<file path="src/rtl/ftq_tagged.sv">
// Tagged fetch target queue: circular buffer of branch-prediction metadata,
// resolved out of order by tag, retired in order from the head, truncated on mispredict.
module ftq_tagged #(
  parameter  int unsigned DATA_W = 64,
  parameter  int unsigned DEPTH  = 8,
  localparam int unsigned IDX_W  = $clog2(DEPTH)
) (
  input  logic              clk_i,
  input  logic              rst_i,
  input  logic              flush_i,
  input  logic              push_valid_i,
  input  logic              push_replay_i,
  input  logic [DATA_W-1:0] push_data_i,
  output logic              push_ready_o,
  output logic [IDX_W-1:0]  push_idx_o,
  input  logic              resolve_valid_i,
  input  logic [IDX_W-1:0]  resolve_idx_i,
  input  logic              resolve_mispredict_i,
  output logic              head_valid_o,
  output logic [DATA_W-1:0] head_data_o,
  output logic [IDX_W-1:0]  head_idx_o,
  output logic              head_mispredict_o,
  input  logic              pop_i,
  output logic [IDX_W:0]    usage_o,
  output logic              overflow_o
);

  localparam int unsigned    CNT_W   = IDX_W + 1;
  localparam logic [CNT_W-1:0] DEPTH_C = CNT_W'(DEPTH);

  logic [DATA_W-1:0] mem_q [DEPTH];
  logic [DEPTH-1:0]  resolved_q, resolved_d;
  logic [DEPTH-1:0]  mispred_q, mispred_d;
  logic [IDX_W-1:0]  head_q, head_d;
  logic [IDX_W-1:0]  tail_q, tail_d;
  logic [CNT_W-1:0]  count_q, count_d;

  logic [IDX_W-1:0]  res_rel;
  logic              res_live;
  logic              res_ok;
  logic              trunc;
  logic              push_block;
  logic              full;
  logic              head_vld;
  logic              pop_ok;
  logic              push_req;
  logic              push_ok;

  // Tag liveness: distance from head must fall inside the occupied window.
  assign res_rel    = resolve_idx_i - head_q;
  assign res_live   = CNT_W'(res_rel) < count_q;
  assign res_ok     = resolve_valid_i & res_live & ~resolved_q[resolve_idx_i];
  assign trunc      = res_ok & resolve_mispredict_i;
  assign push_block = resolve_valid_i & resolve_mispredict_i & res_live;

  assign full     = (count_q == DEPTH_C);
  assign head_vld = (count_q != '0) & resolved_q[head_q];
  assign pop_ok   = pop_i & head_vld & ~flush_i;
  assign push_req = push_valid_i & ~push_replay_i;

  // A full queue still accepts a push when the head retires in the same cycle.
  assign push_ready_o = (~full | pop_ok) & ~push_block & ~flush_i;
  assign push_ok      = push_req & push_ready_o;
  assign overflow_o   = push_req & full & ~pop_ok;

  assign push_idx_o        = tail_q;
  assign head_valid_o      = head_vld;
  assign head_data_o       = mem_q[head_q];
  assign head_idx_o        = head_q;
  assign head_mispredict_o = mispred_q[head_q];
  assign usage_o           = count_q;

  // Next-state for pointers, count and per-entry flags.
  always_comb begin
    head_d     = head_q;
    tail_d     = tail_q;
    count_d    = count_q;
    resolved_d = resolved_q;
    mispred_d  = mispred_q;

    if (flush_i) begin
      head_d     = '0;
      tail_d     = '0;
      count_d    = '0;
      resolved_d = '0;
      mispred_d  = '0;
    end else begin
      if (res_ok) begin
        resolved_d[resolve_idx_i] = 1'b1;
        mispred_d[resolve_idx_i]  = resolve_mispredict_i;
      end

      if (trunc) begin
        tail_d  = resolve_idx_i + IDX_W'(1);
        count_d = CNT_W'(res_rel) + CNT_W'(1) - CNT_W'(pop_ok);
      end else begin
        if (push_ok) begin
          resolved_d[tail_q] = 1'b0;
          mispred_d[tail_q]  = 1'b0;
          tail_d             = tail_q + IDX_W'(1);
        end
        count_d = count_q + CNT_W'(push_ok) - CNT_W'(pop_ok);
      end

      if (pop_ok) begin
        resolved_d[head_q] = 1'b0;
        head_d             = head_q + IDX_W'(1);
      end
    end
  end

  always_ff @(posedge clk_i) begin
    if (rst_i) begin
      head_q     <= '0;
      tail_q     <= '0;
      count_q    <= '0;
      resolved_q <= '0;
      mispred_q  <= '0;
    end else begin
      head_q     <= head_d;
      tail_q     <= tail_d;
      count_q    <= count_d;
      resolved_q <= resolved_d;
      mispred_q  <= mispred_d;
    end
  end

  // Payload storage needs no reset; it is only observed behind head_valid_o.
  always_ff @(posedge clk_i) begin
    if (push_ok && !rst_i) begin
      mem_q[tail_q] <= push_data_i;
    end
  end

endmodule
</file>
<file path="config.mk">
export PLATFORM = sky130hd
export DESIGN_NAME = ftq_tagged
export DESIGN_NICKNAME = d
export VERILOG_FILES = /design/src/rtl/ftq_tagged.sv
export SDC_FILE = /design/constraint.sdc
export NUM_CORES = 1
export LEC_CHECK = 0
export ABC_AREA = 1
export CAP_MARGIN = 20
export CORE_MARGIN = 2
export CORE_UTILIZATION = 63
export DETAILED_ROUTE_END_ITERATION = 12
export PLACE_DENSITY = 0.88
export SYNTH_ARGS = -nofsm -noshare
export SYNTH_HDL_FRONTEND = slang
export SYNTH_SLANG_ARGS = --single-unit
</file>
<file path="constraint.sdc">
create_clock -name clk_i -period 16.9 [get_ports clk_i]
set_input_delay 2.535 -clock clk_i [delete_from_list [all_inputs] [get_ports clk_i]]
set_output_delay 2.535 -clock clk_i [all_outputs]
set_load 0.1 [all_outputs]
</file>
# Word-level counts from Yosys, hierarchy flattened
# Memory sizes are Yosys's and may differ from the RTL's. A register that Yosys moved wholly into a read port is not among the register bits.
# Cells that the tools add are included.
[word_totals]
regBits = 26
mem_bits_rw = 512
input_bits = 75
out_inout_bits = 78
elab_cells = 87
memories = 1
[mem_list]
columns = ["name", "depth", "word_bits", "rd", "rd_ports_with_merged_regs", "wr", "line", "source"]
rows = [
  ["mem_q", 8, 64, 1, 1, 1, "31", "logic [DATA_W-1:0] mem_q [DEPTH];"],
]
[op_classes]
addsub = 8
n_lt_le_gt_ge = 7
eq_ne = 1
muxes = 30
n_bitwise = 27
n_reduce_logical = 8
[ops]
columns = ["cell", "n"]
rows = [
  ["8-bit two-way mux", 10],
  ["8-bit bitwise AND", 3],
  ["8-bit NOT", 2],
  ["1-bit bitwise AND", 14],
  ["3-bit by 4-bit < comparator with 1-bit output (second input constant)", 3],
  ["3-bit two-way mux", 4],
  ["3-bit by 1-bit adder with 3-bit output (second input constant)", 3],
  ["1-bit binary-select mux with 3-bit select", 3],
  ["1-bit demux with 3-bit select", 3],
  ["3-bit by 1-bit greater-or-equal comparator with 1-bit output (second input constant)", 3],
  ["8-bit bitwise mux", 1],
  ["1-bit two-way mux", 8],
  ["8-bit bitwise OR", 1],
  ["4-bit by 1-bit subtractor with 4-bit output", 2],
  ["1-bit NOT", 6],
  ["3-bit by 1-bit adder with 4-bit output (second input constant)", 1],
  ["4-bit by 1-bit adder with 4-bit output", 1],
  ["4-bit equality test (second input constant)", 1],
  ["1-bit logical AND", 4],
  ["3-bit by 4-bit < comparator with 1-bit output", 1],
  ["4-bit two-way mux", 1],
  ["4-bit nonzero test", 1],
  ["3-bit subtractor", 1],
  ["2-bit nonzero test", 1],
  ["3 further kinds", 3],
]

# Depth between registers and ports, before layout
[logic_depth]
word_depth = 14
ltp_mapped = 25
mapped_depth_nobuf = 23

# Worst setup path before layout
# No wires, ideal clock.
[synth_timing]
path_kind = "input port to flip-flop"
start = "input port resolve_idx_i[0]"
end = "memory mem_q[0][0], enable pin"
setup_time_ps = 565
arrival_ps = 9045
required_ps = 16335
path_slack_ps = 7290
cell_stages = 19
path_buffers = 2
cell_sequence = "buf_4 -> inv_1 -> ha_1 -> inv_1 -> fa_1 -> xnor2_1 -> xor2_1 -> ha_1 -> inv_1 -> nor2_1 -> nand2_1 -> nand2_1 -> nor2_1 -> inv_1 -> nand2_1 -> inv_1 -> nand3_4 -> buf_6 -> nor3_1"
[synth_via]
elab_chain_len = 10
[synth_rtl]
columns = ["element", "line", "source"]
rows = [
  ["start, declared", "17", "input logic [IDX_W-1:0] resolve_idx_i,"],
  ["3-bit subtractor", "50", "assign res_rel = resolve_idx_i - head_q;"],
  ["3-bit by 4-bit < comparator with 1-bit output", "51", "assign res_live = CNT_W'(res_rel) < count_q;"],
  ["1-bit bitwise AND", "54", "assign push_block = resolve_valid_i & resolve_mispredict_i & res_live;"],
  ["1-bit NOT", "62", "assign push_ready_o = (~full | pop_ok) & ~push_block & ~flush_i;"],
  ["1-bit bitwise AND (2 in a row)", "62", ""],
  ["1-bit bitwise AND", "63", "assign push_ok = push_req & push_ready_o;"],
  ["1-bit logical AND", "130", "if (push_ok && !rst_i) begin"],
  ["1-bit two-way mux", "130", ""],
  ["1-bit two-way mux (not written as such)", "131", "mem_q[tail_q] <= push_data_i;"],
  ["end, declared", "31", ""],
]
# No other way between the ends.

# Worst setup path after layout
[layout_timing]
start = "input port resolve_idx_i[0]"
end = "output port push_ready_o"
[layout_via]
elab_chain_len = 6
[layout_rtl]
columns = ["element", "line", "source"]
rows = [
  ["3-bit subtractor", "50", ""],
  ["3-bit by 4-bit < comparator with 1-bit output", "51", ""],
  ["1-bit bitwise AND", "54", ""],
  ["1-bit NOT", "62", ""],
  ["1-bit bitwise AND (2 in a row)", "62", ""],
  ["end, declared", "14", "output logic push_ready_o,"],
]
# No other way between the ends.

==> impl_metrics.tcl <==
set metrics [dict create \
    status "complete, no violations" \
    crit_top_cell "inv_1" \
    finalCriticalPeriod_ns 8.85 \
    power_mw 2.69 \
    synth_seq_cells 541 \
    post-cts-setup-buffers 0 \
    finClkSkew_ns 0.0176 \
    synth_xor_xnor_area_share_pct 0.162 \
    rsz0062_at_grt "false" \
    max_stage_delay_ns 1.15 \
    path_clk_slew_ns 0.06 \
    syn_area_um2 21700 \
    grt_antenna_before_repair 1 \
    dr.pass1.iters 6 \
    ys_seq_area_share_pct 73.6 \
    grt_max_degree 143 \
    setup_tns_ns 0 \
    final-setup-viol-count 0 \
    syn_avg_cell_area_um2 12.1 \
    power.density_nw_per_um2 107 \
    cp-start-kind "input pin" \
    hold_viol 0 \
    vias_per_cell 6.02 \
    cts_max_level 2 \
    ctsHoldBuffers 0 \
    fin_util_pct 74.6 \
    gp_congestion 0.878 \
    worst_path_max_delay_cell "clkdlybuf4s50_1" \
    clk_path_buf_depth 3 \
    crit_required_ns 14.37 \
    multi_input_area_um2 5110 \
    clk_latency_ns 0.56 \
    cts_tree "done" \
    cts_root_buf "clkbuf_16" \
    core_area_um2 33700 \
    vias 14441 \
    maxSlewViolCount 0 \
    worstPathArrival_ns 6.31 \
    synthDistinctLibCells 33 \
    seqCellArea_um2 16000 \
    syn_inst 1791 \
    n_fill_cell 2061 \
    hold_ws_ns 0.520 \
    yosysWarnings 0 \
    synth-simple-area-share_pct 11.3 \
    cts_buffers 51 \
    nNetsFinal 1997 \
    routed_wl_um 48600 \
    clock.fmax_mhz 113 \
    final_antenna_net_count 0 \
    ios 153 \
    ctsResizeCount 0 \
    cap_violations 0 \
    drt_iter0_drc 1869 \
    cts_num_sinks 541 \
    final_cells 2397 \
    dieHeight_um 190 \
    p_leak_nw 8.53 \
    grt_pass1_wl_um 75100 \
    slew_headroom_pct 25.3 \
    syn_nets 1882 \
    overflow 0 \
    synth_top_family_by_area "simple AND/OR/NAND/NOR gates" \
    synth_fa_ha_area_share_pct 0.992 \
    path_class "input pin to output pin" \
    hpwl_um 25300 \
    async_reset_ff_share_pct 0 \
    initial_utilization_pct 64.4 \
    num_rows 67 \
    synth-edff-count 512 \
    wl_per_cell_um 20.3 \
    cp_cell_sequence "clkdlybuf4s50_1 -> inv_1 -> ha_1 -> inv_1 -> fa_1 -> xnor2_1 -> xor2_1 -> ha_1 -> inv_1 -> nor2_1 -> nand2_1 -> nand2_1 -> nor2_1 -> inv_1 -> nand2_1 -> nor2_1 -> clkdlybuf4s50_1" \
    finalCritPeriodShare_pct 52.3 \
    synth-main-ff-cell "edfxtp_1" \
    synth.mux.area_fraction_pct 0 \
    grt_pass1_vias 14372 \
    drive_gt1_share_pct 5.70 \
    tightest_slew_ns 1.12 \
    chipWidth_um 190 \
    drc_errors 0 \
    synth_compound_area_share_pct 10.8 \
    hold_path_class "flop to flop" \
    dp.cells 2300 \
    portBuffers 152 \
    syn_to_final_growth_pct 15.9 \
    ir_drop_v 0.0000925 \
    endpoint_kind "output pin" \
    die-area_um2 35900 \
    path_max_fanout 15 \
    grt_use_total_pct 26.9 \
]
[metrics by stage]
step | cell area (µm²) | worst slack [ns]
CTS | 25100 | 8.07
detailed placement | 23500 | 8.06
finish | 25100 | 8.05
floorplan | 21700 | 7.29
global route | 25100 | 7.85
global placement | 23500 | 8.13
[cells in the final DEF (no fill, tap or decap), types with 2 or more instances in the layout]
cell / n
a21oi_1: 15
a22oi_1: 2
a31oi_1: 64
buf_4: 16
bufinv_16: 5
clkbuf_1: 16
clkbuf_16: 51
clkdlybuf4s50_1: 152
clkinv_1: 11
clkinv_2: 7
clkinvlp_4: 2
dfxtp_1: 27
dfxtp_4: 2
diode_2: 3
edfxtp_1: 512
fa_1: 2
ha_1: 14
inv_1: 53
inv_2: 4
inv_4: 2
inv_6: 2
nand2_1: 96
nand3_1: 25
nand3_2: 2
nand3_4: 2
nor2_1: 485
nor2_2: 2
nor2_4: 5
nor3_1: 3
nor3_2: 4
o211ai_1: 2
o21ai_0: 285
o22ai_1: 64
xor2_1: 3
[layer usage]
layer	part of all wire (%)	up-vias	wire length, µm	track usage [%]
met5	0	-	0	0
met4	2.3	0	1130	9.30
met3	8.2	92	3960	3.45
met2	50	722	24400	45.9
met1	39	6987	19100	36.1
li1	-	6640	-	-
[cells by family (layout without fill, tap and decap cells)]
kind of cell    Yosys count  after routing
other cells               0              3
fa+ha+maj                16             16
simple gates            627            627
xor+xnor                  4              4
flops                   541            541
buf+inv                 169            324
compound gates          434            434
[final cells by class]
cell class	instances	share of cell area [%]
diodes	3	0.0299
clock buffers	68	5.37
clock inverters	25	1.00
inverters	62	0.965
multi-input cells	1081	20.3
flip-flops and latches	541	63.5
well taps	448	2.23
repair buffers	169	6.61
[critical path: cells and delay by family]
| kind | cells | cell delay, ns |
|---|---|---|
| buf+inv | 6 | 2.14 |
| fa+ha+maj | 3 | 0.86 |
| xor+xnor | 2 | 0.32 |
| simple gates | 6 | 0.46 |
[worst paths after layout]
| path | start | to | slack [ns] | depth (start not counted) |
|---|---|---|---|---|
| hold reg to reg | mispred_q[0]$_SDFF_PP0_ | mispred_q[0]$_SDFF_PP0_ | 0.52 | 2 |
| hold / removal | mispred_q[0]$_SDFF_PP0_ | mispred_q[0]$_SDFF_PP0_ | 0.52 | 2 |
| setup / recovery | resolve_idx_i[0] | push_ready_o | 8.05 | 17 |
| setup reg to reg | head_idx_o[0]$_SDFFE_PP0N_ | mem_q[4][42]$_DFFE_PP_ | 12.31 | 19 |
[registers in the layout, summed over array words and instances (netlist names), named ones only]
register and count:
usage_o 4, head_idx_o 3, push_idx_o 3, mispred_q 8
mem_q 512, resolved_q 8
[cell usage after synthesis (3+ instances only)]
master | count | area, µm²
ha_1 | 14 | 175
xor2_1 | 3 | 26.3
dfxtp_1 | 29 | 581
edfxtp_1 | 512 | 15400
buf_1 | 9 | 33.8
nand3_1 | 25 | 125
inv_2 | 4 | 15.0
inv_1 | 56 | 210
a31oi_1 | 64 | 400
buf_2 | 21 | 105
nor2_1 | 489 | 1840
o22ai_1 | 64 | 400
clkbuf_1 | 74 | 278
nor3_1 | 7 | 35.0
nand2_1 | 96 | 360
a21oi_1 | 15 | 75.1
o21ai_0 | 285 | 1430
[power by group]
part           internal (mW)  leakage, nW  switching [mW]
Clock                  0.637        0.776           0.470
Sequential              1.47         4.84         0.00262
Combinational         0.0317         2.92          0.0739
Total                   2.14         8.53           0.546
No activity file was read; power rests on OpenSTA's default activity.
